==> config.mk <==
export PLATFORM = sky130hd
export DESIGN_NAME = signed_seq_divider
export DESIGN_NICKNAME = d
export VERILOG_FILES = /design/src/rtl/signed_seq_divider.sv
export SDC_FILE = /design/constraint.sdc
export NUM_CORES = 1
export LEC_CHECK = 0
export CAP_MARGIN = 20
export CORE_UTILIZATION = 51
export CTS_BUF_LIST = sky130_fd_sc_hd__clkbuf_4 sky130_fd_sc_hd__clkbuf_8
export CTS_CLUSTER_SIZE = 20
export DETAILED_ROUTE_END_ITERATION = 8
export PLACE_DENSITY_LB_ADDON = 0.15
export SYNTH_ARGS = -nofsm -noshare
export SYNTH_HDL_FRONTEND = slang
export SYNTH_SLANG_ARGS = --single-unit
==> constraint.sdc <==
create_clock -name clk -period 3.7 [get_ports clk]
set_input_delay 0.555 -clock clk [delete_from_list [all_inputs] [get_ports clk]]
set_output_delay 0.555 -clock clk [all_outputs]
set_load 0.02 [all_outputs]
==> src/rtl/signed_seq_divider.sv <==
// Multi-cycle signed divider: restoring division on magnitudes, one quotient bit per clock,
// then a sign-fix step. Optional macro DIVIDER_REMAINDER_EN keeps the remainder output.
module signed_seq_divider #(
  parameter int SIZE = 32
) (
  input  logic            clk,
  input  logic            rst,
  input  logic            start,
  input  logic [SIZE-1:0] dividend,
  input  logic [SIZE-1:0] divisor,
  output logic [SIZE-1:0] quotient,
  output logic [SIZE-1:0] remainder,
  output logic            busy,
  output logic            done,
  output logic            div_by_zero
);

  localparam int CW = $clog2(SIZE);
  localparam logic [CW-1:0]   LAST_CNT = CW'(SIZE - 1);
  localparam logic [CW-1:0]   ONE_C    = {{(CW-1){1'b0}}, 1'b1};
  localparam logic [SIZE-1:0] ZERO_W   = {SIZE{1'b0}};
  localparam logic [SIZE-1:0] ONE_W    = {{(SIZE-1){1'b0}}, 1'b1};

  typedef enum logic [1:0] {
    S_IDLE = 2'd0,
    S_CALC = 2'd1,
    S_FIX  = 2'd2
  } state_t;

  function automatic logic [SIZE-1:0] neg_if(input logic [SIZE-1:0] v, input logic neg);
    if (neg) begin
      return ~v + ONE_W;
    end else begin
      return v;
    end
  endfunction

  state_t          state_q, state_d;
  logic [SIZE-1:0] acc_q, acc_d;       // dividend magnitude, becomes quotient magnitude
  logic [SIZE-1:0] dsr_q, dsr_d;
  logic [SIZE:0]   prem_q, prem_d;
  logic [CW-1:0]   cnt_q, cnt_d;
  logic            neg_dvd_q, neg_dvd_d;
  logic            neg_dsr_q, neg_dsr_d;
  logic            zero_q, zero_d;
  logic [SIZE-1:0] quot_q, quot_d;
  logic            dbz_q, dbz_d;
  logic            busy_q, busy_d;
  logic            done_q, done_d;

  logic [SIZE+1:0] shift_rem;
  logic [SIZE+1:0] trial;

  assign shift_rem = {prem_q, acc_q[SIZE-1]};
  assign trial     = shift_rem - {2'b00, dsr_q};

  // State register
  always_ff @(posedge clk) begin
    if (rst) begin
      state_q <= S_IDLE;
    end else begin
      state_q <= state_d;
    end
  end

  // Next-state logic
  always_comb begin
    state_d = state_q;
    case (state_q)
      S_IDLE: begin
        if (start) begin
          state_d = (divisor == ZERO_W) ? S_FIX : S_CALC;
        end else begin
          state_d = S_IDLE;
        end
      end
      S_CALC: begin
        if (cnt_q == LAST_CNT) begin
          state_d = S_FIX;
        end else begin
          state_d = S_CALC;
        end
      end
      S_FIX:   state_d = S_IDLE;
      default: state_d = S_IDLE;
    endcase
  end

  // Handshake outputs, registered below
  always_comb begin
    busy_d = (state_d != S_IDLE);
    done_d = (state_q == S_FIX);
  end

  // Datapath next-state: capture, iterate, sign-fix
  always_comb begin
    acc_d     = acc_q;
    dsr_d     = dsr_q;
    prem_d    = prem_q;
    cnt_d     = cnt_q;
    neg_dvd_d = neg_dvd_q;
    neg_dsr_d = neg_dsr_q;
    zero_d    = zero_q;
    quot_d    = quot_q;
    dbz_d     = dbz_q;
    case (state_q)
      S_IDLE: begin
        if (start) begin
          acc_d     = neg_if(dividend, dividend[SIZE-1]);
          dsr_d     = neg_if(divisor, divisor[SIZE-1]);
          neg_dvd_d = dividend[SIZE-1];
          neg_dsr_d = divisor[SIZE-1];
          prem_d    = {(SIZE+1){1'b0}};
          cnt_d     = {CW{1'b0}};
          zero_d    = (divisor == ZERO_W);
          dbz_d     = 1'b0;
        end else begin
          cnt_d = cnt_q;
        end
      end
      S_CALC: begin
        if (trial[SIZE+1] == 1'b0) begin
          prem_d = trial[SIZE:0];
          acc_d  = {acc_q[SIZE-2:0], 1'b1};
        end else begin
          prem_d = shift_rem[SIZE:0];
          acc_d  = {acc_q[SIZE-2:0], 1'b0};
        end
        cnt_d = cnt_q + ONE_C;
      end
      S_FIX: begin
        if (zero_q) begin
          quot_d = ~ZERO_W;
        end else begin
          quot_d = neg_if(acc_q, neg_dvd_q ^ neg_dsr_q);
        end
        dbz_d = zero_q;
      end
      default: begin
        cnt_d = cnt_q;
      end
    endcase
  end

  // Datapath and output registers
  always_ff @(posedge clk) begin
    if (rst) begin
      acc_q     <= ZERO_W;
      dsr_q     <= ZERO_W;
      prem_q    <= {(SIZE+1){1'b0}};
      cnt_q     <= {CW{1'b0}};
      neg_dvd_q <= 1'b0;
      neg_dsr_q <= 1'b0;
      zero_q    <= 1'b0;
      quot_q    <= ZERO_W;
      dbz_q     <= 1'b0;
      busy_q    <= 1'b0;
      done_q    <= 1'b0;
    end else begin
      acc_q     <= acc_d;
      dsr_q     <= dsr_d;
      prem_q    <= prem_d;
      cnt_q     <= cnt_d;
      neg_dvd_q <= neg_dvd_d;
      neg_dsr_q <= neg_dsr_d;
      zero_q    <= zero_d;
      quot_q    <= quot_d;
      dbz_q     <= dbz_d;
      busy_q    <= busy_d;
      done_q    <= done_d;
    end
  end

`ifdef DIVIDER_REMAINDER_EN
  logic [SIZE-1:0] rem_q, rem_d;

  // Remainder takes the dividend's sign; on divide-by-zero it echoes the dividend
  always_comb begin
    rem_d = rem_q;
    if (state_q == S_FIX) begin
      if (zero_q) begin
        rem_d = neg_if(acc_q, neg_dvd_q);
      end else begin
        rem_d = neg_if(prem_q[SIZE-1:0], neg_dvd_q);
      end
    end else begin
      rem_d = rem_q;
    end
  end

  // Remainder register
  always_ff @(posedge clk) begin
    if (rst) begin
      rem_q <= ZERO_W;
    end else begin
      rem_q <= rem_d;
    end
  end

  assign remainder = rem_q;
`else
  assign remainder = ZERO_W;
`endif

  assign quotient    = quot_q;
  assign busy        = busy_q;
  assign done        = done_q;
  assign div_by_zero = dbz_q;

endmodule

-- After elaboration in Yosys (flattened, before gate mapping)
Cells that the tools add are included.
Widths: inputs -> output; s select.
- output and inout bits: 67
- register bits after elaboration: 142
- input port bits: 67
- logic and storage cells: 51
- multiplexer cells: 18
- reduce and logical (&&, ||, !) cells: 8
- eq/ne operators: 4
- bitwise gates (word level): 4
- add/subtract/negate cells: 5
- operators by type and width (kind ; number):
    $mux 32 ; 5
    $add 32x1->32 const B ; 3
    $not 32->32 ; 3
    $mux 33 ; 2
    $pmux 33 s2 ; 1
    $pmux 32 s2 ; 1
    $sub 34x32->34 ; 1
    $logic_not 32->1 ; 1
    $pmux 5 s2 ; 1
    $mux 2 ; 3
    $reduce_and 2->1 ; 3
    $reduce_bool 2->1 ; 3
    $add 5x1->5 const B ; 1
    $eq 5x5->1 const B ; 1
    $mux 5 ; 1
    $pmux 2 s2 ; 1
    $eq 2x1->1 const B ; 1
    $eq 2x2->1 const B ; 1
    $logic_not 2->1 ; 1
    $mux 1 ; 2
    $ne 2x2->1 const B ; 1
    $pmux 1 s2 ; 1
    $xor 1x1->1 ; 1

-- Depth between registers and ports, before layout
Gate-level depths: netlist (run 1).
- depth after elaboration: 5
- mapped depth: 15
- depth with buffers taken out: 13

-- Worst setup path before layout (run 1)
No wires, ideal clock.
- path type: input-to-reg
- start point: input port divisor[9]
- end point: register dsr_q[27]
- arrival time: 3.055 ns
- slack: 0.574 ns
- cell stages on the path: 9
- path buffers: 0
- cell sequence: or4_4 or4_1 or2_4 or3_4 or3_4 o31ai_4 and3_1 o21ai_1 a21oi_1
- word-level cells in the longest chain between the ends: 3
- RTL lines (item ; line ; RTL):
    start: declaration ; 10 ; input logic [SIZE-1:0] divisor,
    $not 32->32 ; 32 ; return ~v + ONE_W;
    $add 32x1->32 ; 32 ;
    $mux 32 ; 31 ; if (neg) begin
    end signal: assignment ; 161 ; dsr_q <= dsr_d;
    end: declaration ; 40 ; logic [SIZE-1:0] dsr_q, dsr_d;
No other way between the ends.
A chain may end at the register's enable or synchronous reset.

-- Worst setup path in the final report (run 1)
- start point: input port divisor[9]
- end point: register dsr_q[29]
The elaborated chain is that of the path after synthesis.

==> run_results.csv, run 1 <==
group,metric,value,unit
outcome,run_status,"finished, final reports clean",
floorplan,io-pin-count,134,
global_route,grt_max_degree,80,
worst_setup_path,worst_ep_arrival_time,3650,ps
sta,worst_clock_skew,13.7,ps
cts,post_cts_resized,0,
sta,setup_violations,0,
logic_synthesis,ys_async_sr_fraction,0,%
cts,cts_bufs_inserted,17,
placed_design,gp_congestion,0.926,
sta,timing.slew.headroom,42.7,%
global_route,grt_pass1_vias,7890,
logic_synthesis,synth_cell_type_count,64,
cells_and_area,final.fill_count,1627,
cells_and_area,non_filler_cell_area_final,10800,sq um
route,first_pass_iters,5,
worst_setup_path,critPathKind,"in2reg",
sta,worst-slew-pin-transition,860,ps
global_route,first_pass_grt_wire_length,39.9,mm
cts,cts_root_buf,"sky130_fd_sc_hd__clkbuf_8",
cells_and_area,final_layout_size_suffix_gt1_share,7.00,%
cells_and_area,layout.core_utilization,62.0,%
sta,grt_setup_unrepaired,"no",
sta,whs,463,ps
cts,cts.clk_slew.worst_paths,80,ps
cts,number_of_h_tree_branching_levels,4,
cts,clock_latency,460,ps
sta,hold_viol,0,
route,detail-route-antenna-nets,0,
cts,post_cts.repair.setup_buffers,0,
floorplan,initial_utilization,52.8,%
floorplan,design.core.area,17400,sq um
worst_setup_path,reg2reg_to,"prem_q[24]",
logic_synthesis,synth.top_cells.by_area,"sky130_fd_sc_hd__dfxtp_1 (31%), sky130_fd_sc_hd__xnor2_1 (6.1%), sky130_fd_sc_hd__a21oi_1 (5.3%), sky130_fd_sc_hd__ha_1 (5.0%), sky130_fd_sc_hd__nand2_1 (5.0%)",
placed_design,dpl_cell_area,10400,sq um
logic_synthesis,netlist_top_cells_count,"sky130_fd_sc_hd__dfxtp_1 (142), sky130_fd_sc_hd__nand2_1 (122), sky130_fd_sc_hd__nor2_1 (114), sky130_fd_sc_hd__a21oi_1 (97), sky130_fd_sc_hd__nand3_1 (68)",
logic_synthesis,synth-edff-count,0,
cells_and_area,sequential_cell_area,2840,sq um
worst_setup_path,critical_path.reg2reg.startpoint,"acc_q[31]",
floorplan,dieArea,18600,sq um
sta,report.final.slew_viol_count,0,
sta,final_period_minus_worst_setup_slack,3270,ps
logic_synthesis,ys_seq_area_share,30.9,%
sta,max_freq,306,MHz
cts,postCtsHoldBufs,0,
power,vdd_drop_max,0.234,mV
worst_setup_path,r2r_slack,480,ps
cells_and_area,antenna_cells,0,
route,dr_total_vias,8812,
logic_synthesis,most_common_cell_in_the_netlist,"sky130_fd_sc_hd__dfxtp_1",
logic_synthesis,synth_warnings,0,
worst_setup_path,ff2ff_path_depth,13,
logic_synthesis,syn_inst,1215,
cells_and_area,area_of_combinational_cells_with_multiple_inputs,5780,sq um
global_route,grt_overflow,0,
cts,ctsLongestPathBuffers,2,
route,drt-vias-per-instance,5.72,
floorplan,placementRows,48,
sta,tns,0,ps
floorplan,die-height,136,microns
worst_setup_path,setup.worst_path.end_class,"register",
power,static-leakage-power,4.24,nW
hold_path,worstHoldEndpoint,"dsr_q[28]",
cells_and_area,layout.nets,1407,
route,drcViolationCount,0,
cts,sink_count,142,
logic_synthesis,synthesis.area_per_instance,7.56,sq um
power,power-per-cell-area,387,nW/um^2
hold_path,worst_hold_path.num_cells,2,
flow_run,maxCapViolations,0,
route,routed_wl_per_cell,15.6,microns
hold_path,min_path_type,"reg2reg",
hold_path,hold_path.startpoint,"dsr_q[28]",
sta,final.period_utilization,88.4,%
cts,tritoncts_clock_tree,"yes",
logic_synthesis,ys_ff_latch,142,
worst_setup_path,worstSetupStartpointType,"input pin",
logic_synthesis,synthDominantAreaCellType,"sky130_fd_sc_hd__dfxtp_1",
floorplan,dieWidth,136,microns
logic_synthesis,synthesis.area,9190,sq um
placed_design,placement.io_buffers,101,
global_route,globalRouteTotalUtil,27.0,%
route,route.final.wire_length,24.1,mm
logic_synthesis,synth-main-ff-cell,"sky130_fd_sc_hd__dfxtp_1",
worst_setup_path,crit_required,4080,ps
global_route,grt_antenna_before_repair,0,
cells_and_area,area_delta_synth_final,17.5,%
worst_setup_path,timing.critical_path.fanout_max,5,
logic_synthesis,synth_top_cell_area_share,30.9,%
placed_design,hpwl_after_detailed_placement,17.6,mm
route,drtIter0Drc,642,
power,p_total,4.17,mW
[critical path, stage by stage]
cell	delay, ps
sky130_fd_sc_hd__clkdlybuf4s50_1	420
sky130_fd_sc_hd__or4_4	570
sky130_fd_sc_hd__or4_1	440
sky130_fd_sc_hd__or2_4	260
sky130_fd_sc_hd__or3_4	380
sky130_fd_sc_hd__or3_4	360
sky130_fd_sc_hd__o31ai_4	260
sky130_fd_sc_hd__and3_1	200
sky130_fd_sc_hd__o21ai_1	60
sky130_fd_sc_hd__a21oi_1	150
[layer usage]
layer | vias to the layer above | GRT usage, % | wire length (microns)
li1 | 4428 | - | -
met2 | 251 | 39.5 | 10400
met5 | - | 0 | 0
met3 | 37 | 4.10 | 1260
met1 | 4096 | 40.3 | 12100
met4 | 0 | 7.84 | 394
[logic make-up after synthesis]
logic type,count (synthesis),share of synthesized area (%)
buffers and inverters,155,7.72
other,1,0.0408
AND/OR/NAND/NOR,435,22.3
XOR/XNOR,114,10.9
multiplexers,5,0.545
adder cells (fa/ha/maj),38,5.26
flip-flops,142,30.9
AO/OA/AOI/OAI,325,22.3
[flip-flops by register name (all words and copies together) (netlist names), 2 cells and up]
| register | flops |
|---|---|
| quotient | 32 |
| cnt_q | 5 |
| state_q | 2 |
| acc_q | 32 |
| dsr_q | 32 |
| prem_q | 33 |
[layout by cell type (no fill, tap or decap), types with 4 or more instances in the layout]
cell,instances
sky130_fd_sc_hd__a211oi_1,27
sky130_fd_sc_hd__a21o_1,13
sky130_fd_sc_hd__a21oi_1,97
sky130_fd_sc_hd__a221oi_1,4
sky130_fd_sc_hd__a22oi_1,29
sky130_fd_sc_hd__a31oi_1,9
sky130_fd_sc_hd__a32oi_1,8
sky130_fd_sc_hd__and3_1,5
sky130_fd_sc_hd__buf_4,38
sky130_fd_sc_hd__clkbuf_8,20
sky130_fd_sc_hd__clkdlybuf4s50_1,100
sky130_fd_sc_hd__clkinvlp_4,4
sky130_fd_sc_hd__conb_1,32
sky130_fd_sc_hd__dfxtp_1,142
sky130_fd_sc_hd__ha_1,37
sky130_fd_sc_hd__inv_1,51
sky130_fd_sc_hd__mux2i_1,5
sky130_fd_sc_hd__nand2_1,122
sky130_fd_sc_hd__nand2b_1,10
sky130_fd_sc_hd__nand3_1,68
sky130_fd_sc_hd__nand3b_1,4
sky130_fd_sc_hd__nand4_1,7
sky130_fd_sc_hd__nor2_1,112
sky130_fd_sc_hd__nor2b_1,11
sky130_fd_sc_hd__nor3_1,45
sky130_fd_sc_hd__nor4_1,5
sky130_fd_sc_hd__o21a_1,4
sky130_fd_sc_hd__o21ai_0,64
sky130_fd_sc_hd__o21ai_1,4
sky130_fd_sc_hd__o22ai_1,19
sky130_fd_sc_hd__o31ai_1,18
sky130_fd_sc_hd__o41ai_1,8
sky130_fd_sc_hd__or3_1,12
sky130_fd_sc_hd__or4_1,11
sky130_fd_sc_hd__xnor2_1,63
sky130_fd_sc_hd__xor2_1,50
[power breakdown]
group	switching (mW)	internal, mW	leakage [nW]
combinational	0.768	0.546	2.91
sequential	0.0784	1.61	1.16
clock	0.645	0.529	0.178
[cell type report]
type	instances	share of cell area [%]
Tap cell	225	2.61
Clock inverter	11	0.776
Clock buffer	21	2.62
Sequential cell	142	26.3
Inverter	51	1.77
Multi-Input combinational cell	949	53.5
Timing Repair Buffer	141	12.4
[through the flow]
step	setup WS (ps)	std cells
2_1_floorplan	574	1246
3_3_place_gp	15.1	1507
3_5_place_dp	-5.00	1507
4_1_cts	459	1539
5_1_grt	131	1540
6_report	428	1540
[how the worst max path moves through the flow]
stage | start | endpoint | slack, ps
5_1_grt | dividend[4] | acc_q[28] | 130
3_5_place_dp | divisor[9] | dsr_q[29] | -5
4_1_cts | divisor[9] | dsr_q[29] | 460
2_1_floorplan | divisor[9] | dsr_q[27] | 570
6_report | divisor[9] | dsr_q[29] | 430
3_3_place_gp | divisor[9] | dsr_q[27] | 20
(Power assumes the default switching activity.)
==> run 2: changes to the inputs <==
--- a/config.mk
+++ b/config.mk
@@ -6,7 +6,7 @@
 export NUM_CORES = 1
 export LEC_CHECK = 0
 export CAP_MARGIN = 20
-export CORE_UTILIZATION = 51
+export CORE_UTILIZATION = 57
 export CTS_BUF_LIST = sky130_fd_sc_hd__clkbuf_4 sky130_fd_sc_hd__clkbuf_8
 export CTS_CLUSTER_SIZE = 20
 export DETAILED_ROUTE_END_ITERATION = 8
==> run_results.csv, run 2 (synthesized netlist as in run 1, its figures left out) <==
group,metric,value,unit
outcome,run_status,"finished, final reports clean",
cells_and_area,layout.nets,1399,
worst_setup_path,reg2reg_to,"prem_q[24]",
route,route.final.wire_length,23.6,mm
global_route,globalRouteTotalUtil,28.9,%
flow_run,maxCapViolations,0,
worst_setup_path,cpPeakStageDelay,530,ps
sta,report.final.slew_viol_count,0,
global_route,grt_antenna_before_repair,3,
worst_setup_path,r2r_slack,450,ps
placed_design,dpl_cell_area,10300,sq um
cts,tritoncts_clock_tree,"yes",
hold_path,worst_hold_path.num_cells,2,
sta,timing.slew.headroom,27.8,%
cts,post_cts_resized,0,
cts,ctsLongestPathBuffers,2,
worst_setup_path,cp_top_family,"simple AND/OR/NAND/NOR gates",
worst_setup_path,worstPathCellList,"clkdlybuf4s50_1, or4_4, or4_1, or2_4, or3_4, or3_4, o31ai_4, and3_1, o21ai_1, a21oi_1",
worst_setup_path,ff2ff_path_depth,13,
cts,clock_latency,470,ps
global_route,first_pass_grt_wire_length,38.1,mm
hold_path,hold_path.startpoint,"dsr_q[26]",
sta,worst-slew-pin-transition,1080,ps
worst_setup_path,cp_common_cell,"sky130_fd_sc_hd__or3_4",
cts,cts_root_buf,"sky130_fd_sc_hd__clkbuf_8",
cts,postCtsHoldBufs,0,
worst_setup_path,worstSetupStartpointType,"input pin",
floorplan,dieWidth,129,microns
floorplan,initial_utilization,58.1,%
cells_and_area,most-common-layout-cells,"sky130_fd_sc_hd__dfxtp_1 (142), sky130_fd_sc_hd__nand2_1 (122), sky130_fd_sc_hd__nor2_1 (112)",
floorplan,die-height,129,microns
sta,tns,0,ps
cells_and_area,area_delta_synth_final,17.9,%
placed_design,placement.io_buffers,101,
worst_setup_path,timing.critical_path.fanout_max,5,
worst_setup_path,crit_slowest_cell,"sky130_fd_sc_hd__or4_4",
cells_and_area,final_layout_size_suffix_gt1_share,6.43,%
sta,worst_clock_skew,19.1,ps
sta,grt_setup_unrepaired,"no",
sta,final_period_minus_worst_setup_slack,3280,ps
cells_and_area,final.fill_count,1398,
worst_setup_path,critical_path_cell_count,10,
cells_and_area,non_filler_cell_area_final,10800,sq um
worst_setup_path,setup.worst_path.end_class,"register",
cts,cts.clk_slew.worst_paths,80,ps
sta,setup_violations,0,
power,vdd_drop_max,0.305,mV
global_route,grt_overflow,0,
worst_setup_path,worst_ep_arrival_time,3660,ps
sta,final.period_utilization,88.7,%
worst_setup_path,crit_required,4080,ps
cells_and_area,layout_commonest_cell,"sky130_fd_sc_hd__dfxtp_1",
floorplan,dieArea,16600,sq um
route,drt-vias-per-instance,5.79,
floorplan,placementRows,46,
cts,cts_bufs_inserted,17,
placed_design,hpwl_after_detailed_placement,17.1,mm
cells_and_area,antenna_cells,0,
route,first_pass_iters,5,
power,static-leakage-power,4.25,nW
route,drtIter0Drc,648,
hold_path,min_path_type,"reg2reg",
cts,sink_count,142,
worst_setup_path,critical_path.reg2reg.startpoint,"acc_q[31]",
worst_setup_path,crit_buf_inv,1,
cells_and_area,largest_reg_flops,33,
floorplan,io-pin-count,134,
route,detail-route-antenna-nets,0,
sta,hold_viol,0,
cts,number_of_h_tree_branching_levels,4,
placed_design,gp_congestion,0.928,
cells_and_area,max_flop_register,"prem_q",
floorplan,design.core.area,15800,sq um
route,routed_wl_per_cell,15.5,microns
worst_setup_path,critPathKind,"in2reg",
route,dr_total_vias,8816,
hold_path,worstHoldEndpoint,"dsr_q[26]",
cts,post_cts.repair.setup_buffers,0,
global_route,grt_pass1_vias,7808,
sta,max_freq,305,MHz
power,power-per-cell-area,412,nW/um^2
route,drcViolationCount,0,
global_route,grt_max_degree,65,
[run 2: layout make-up]
class | instances | area, sq um | area share [%]
Clock buffer | 20 | 269 | 2.48
Clock inverter | 12 | 204 | 1.88
Inverter | 51 | 191 | 1.77
Multi-Input combinational cell | 949 | 5780 | 53.3
Sequential cell | 142 | 2840 | 26.2
Tap cell | 216 | 270 | 2.49
Timing Repair Buffer | 133 | 1280 | 11.8
[run 2: stage by stage]
stage	utilization (%)	total power [mW]	hold WS, ps	instances	setup slack, ps
CTS	68.4	4.47	470	1522	430
global route	68.4	4.70	480	1523	162
global placement	65.4	2.98	441	1490	31.2
finish	68.4	4.46	468	1523	420
detailed placement	65.4	2.99	454	1490	-48.4
floorplan	-	2.65	425	1246	574
[run 2: power breakdown]
part	leakage, nW	internal, mW	switching (mW)
combinational	2.86	0.532	0.766
sequential	1.16	1.61	0.0786
clock	0.230	0.851	0.628
total	4.25	2.99	1.47
[run 2: worst min-delay path, delay by kind of cell (launching register included)]
| kind | cells | cell delay, ps |
|---|---|---|
| AOI/OAI and AO/OA | 1 | 50 |
| DFF | 1 | 320 |
| and+or+nand+nor | 1 | 50 |
[run 2: how the worst max path moves through the flow]
stage | startpoint | endpoint | slack [ps]
final | divisor[9] | dsr_q[29] | 420
after CTS | divisor[9] | dsr_q[29] | 430
after global routing | acc_q[31] | prem_q[24] | 160
after detailed placement | divisor[9] | dsr_q[29] | -50
after floorplan | divisor[9] | dsr_q[27] | 570
after global placement | divisor[9] | dsr_q[29] | 30
[run 2: routing by layer]
layer	vias to the layer above	wire, microns	GRT usage [%]
met4	4	480	9.48
met1	4093	10800	37.7
met3	41	1260	5.53
met2	266	11000	48.1
li1	4412	-	-
met5	-	23	0
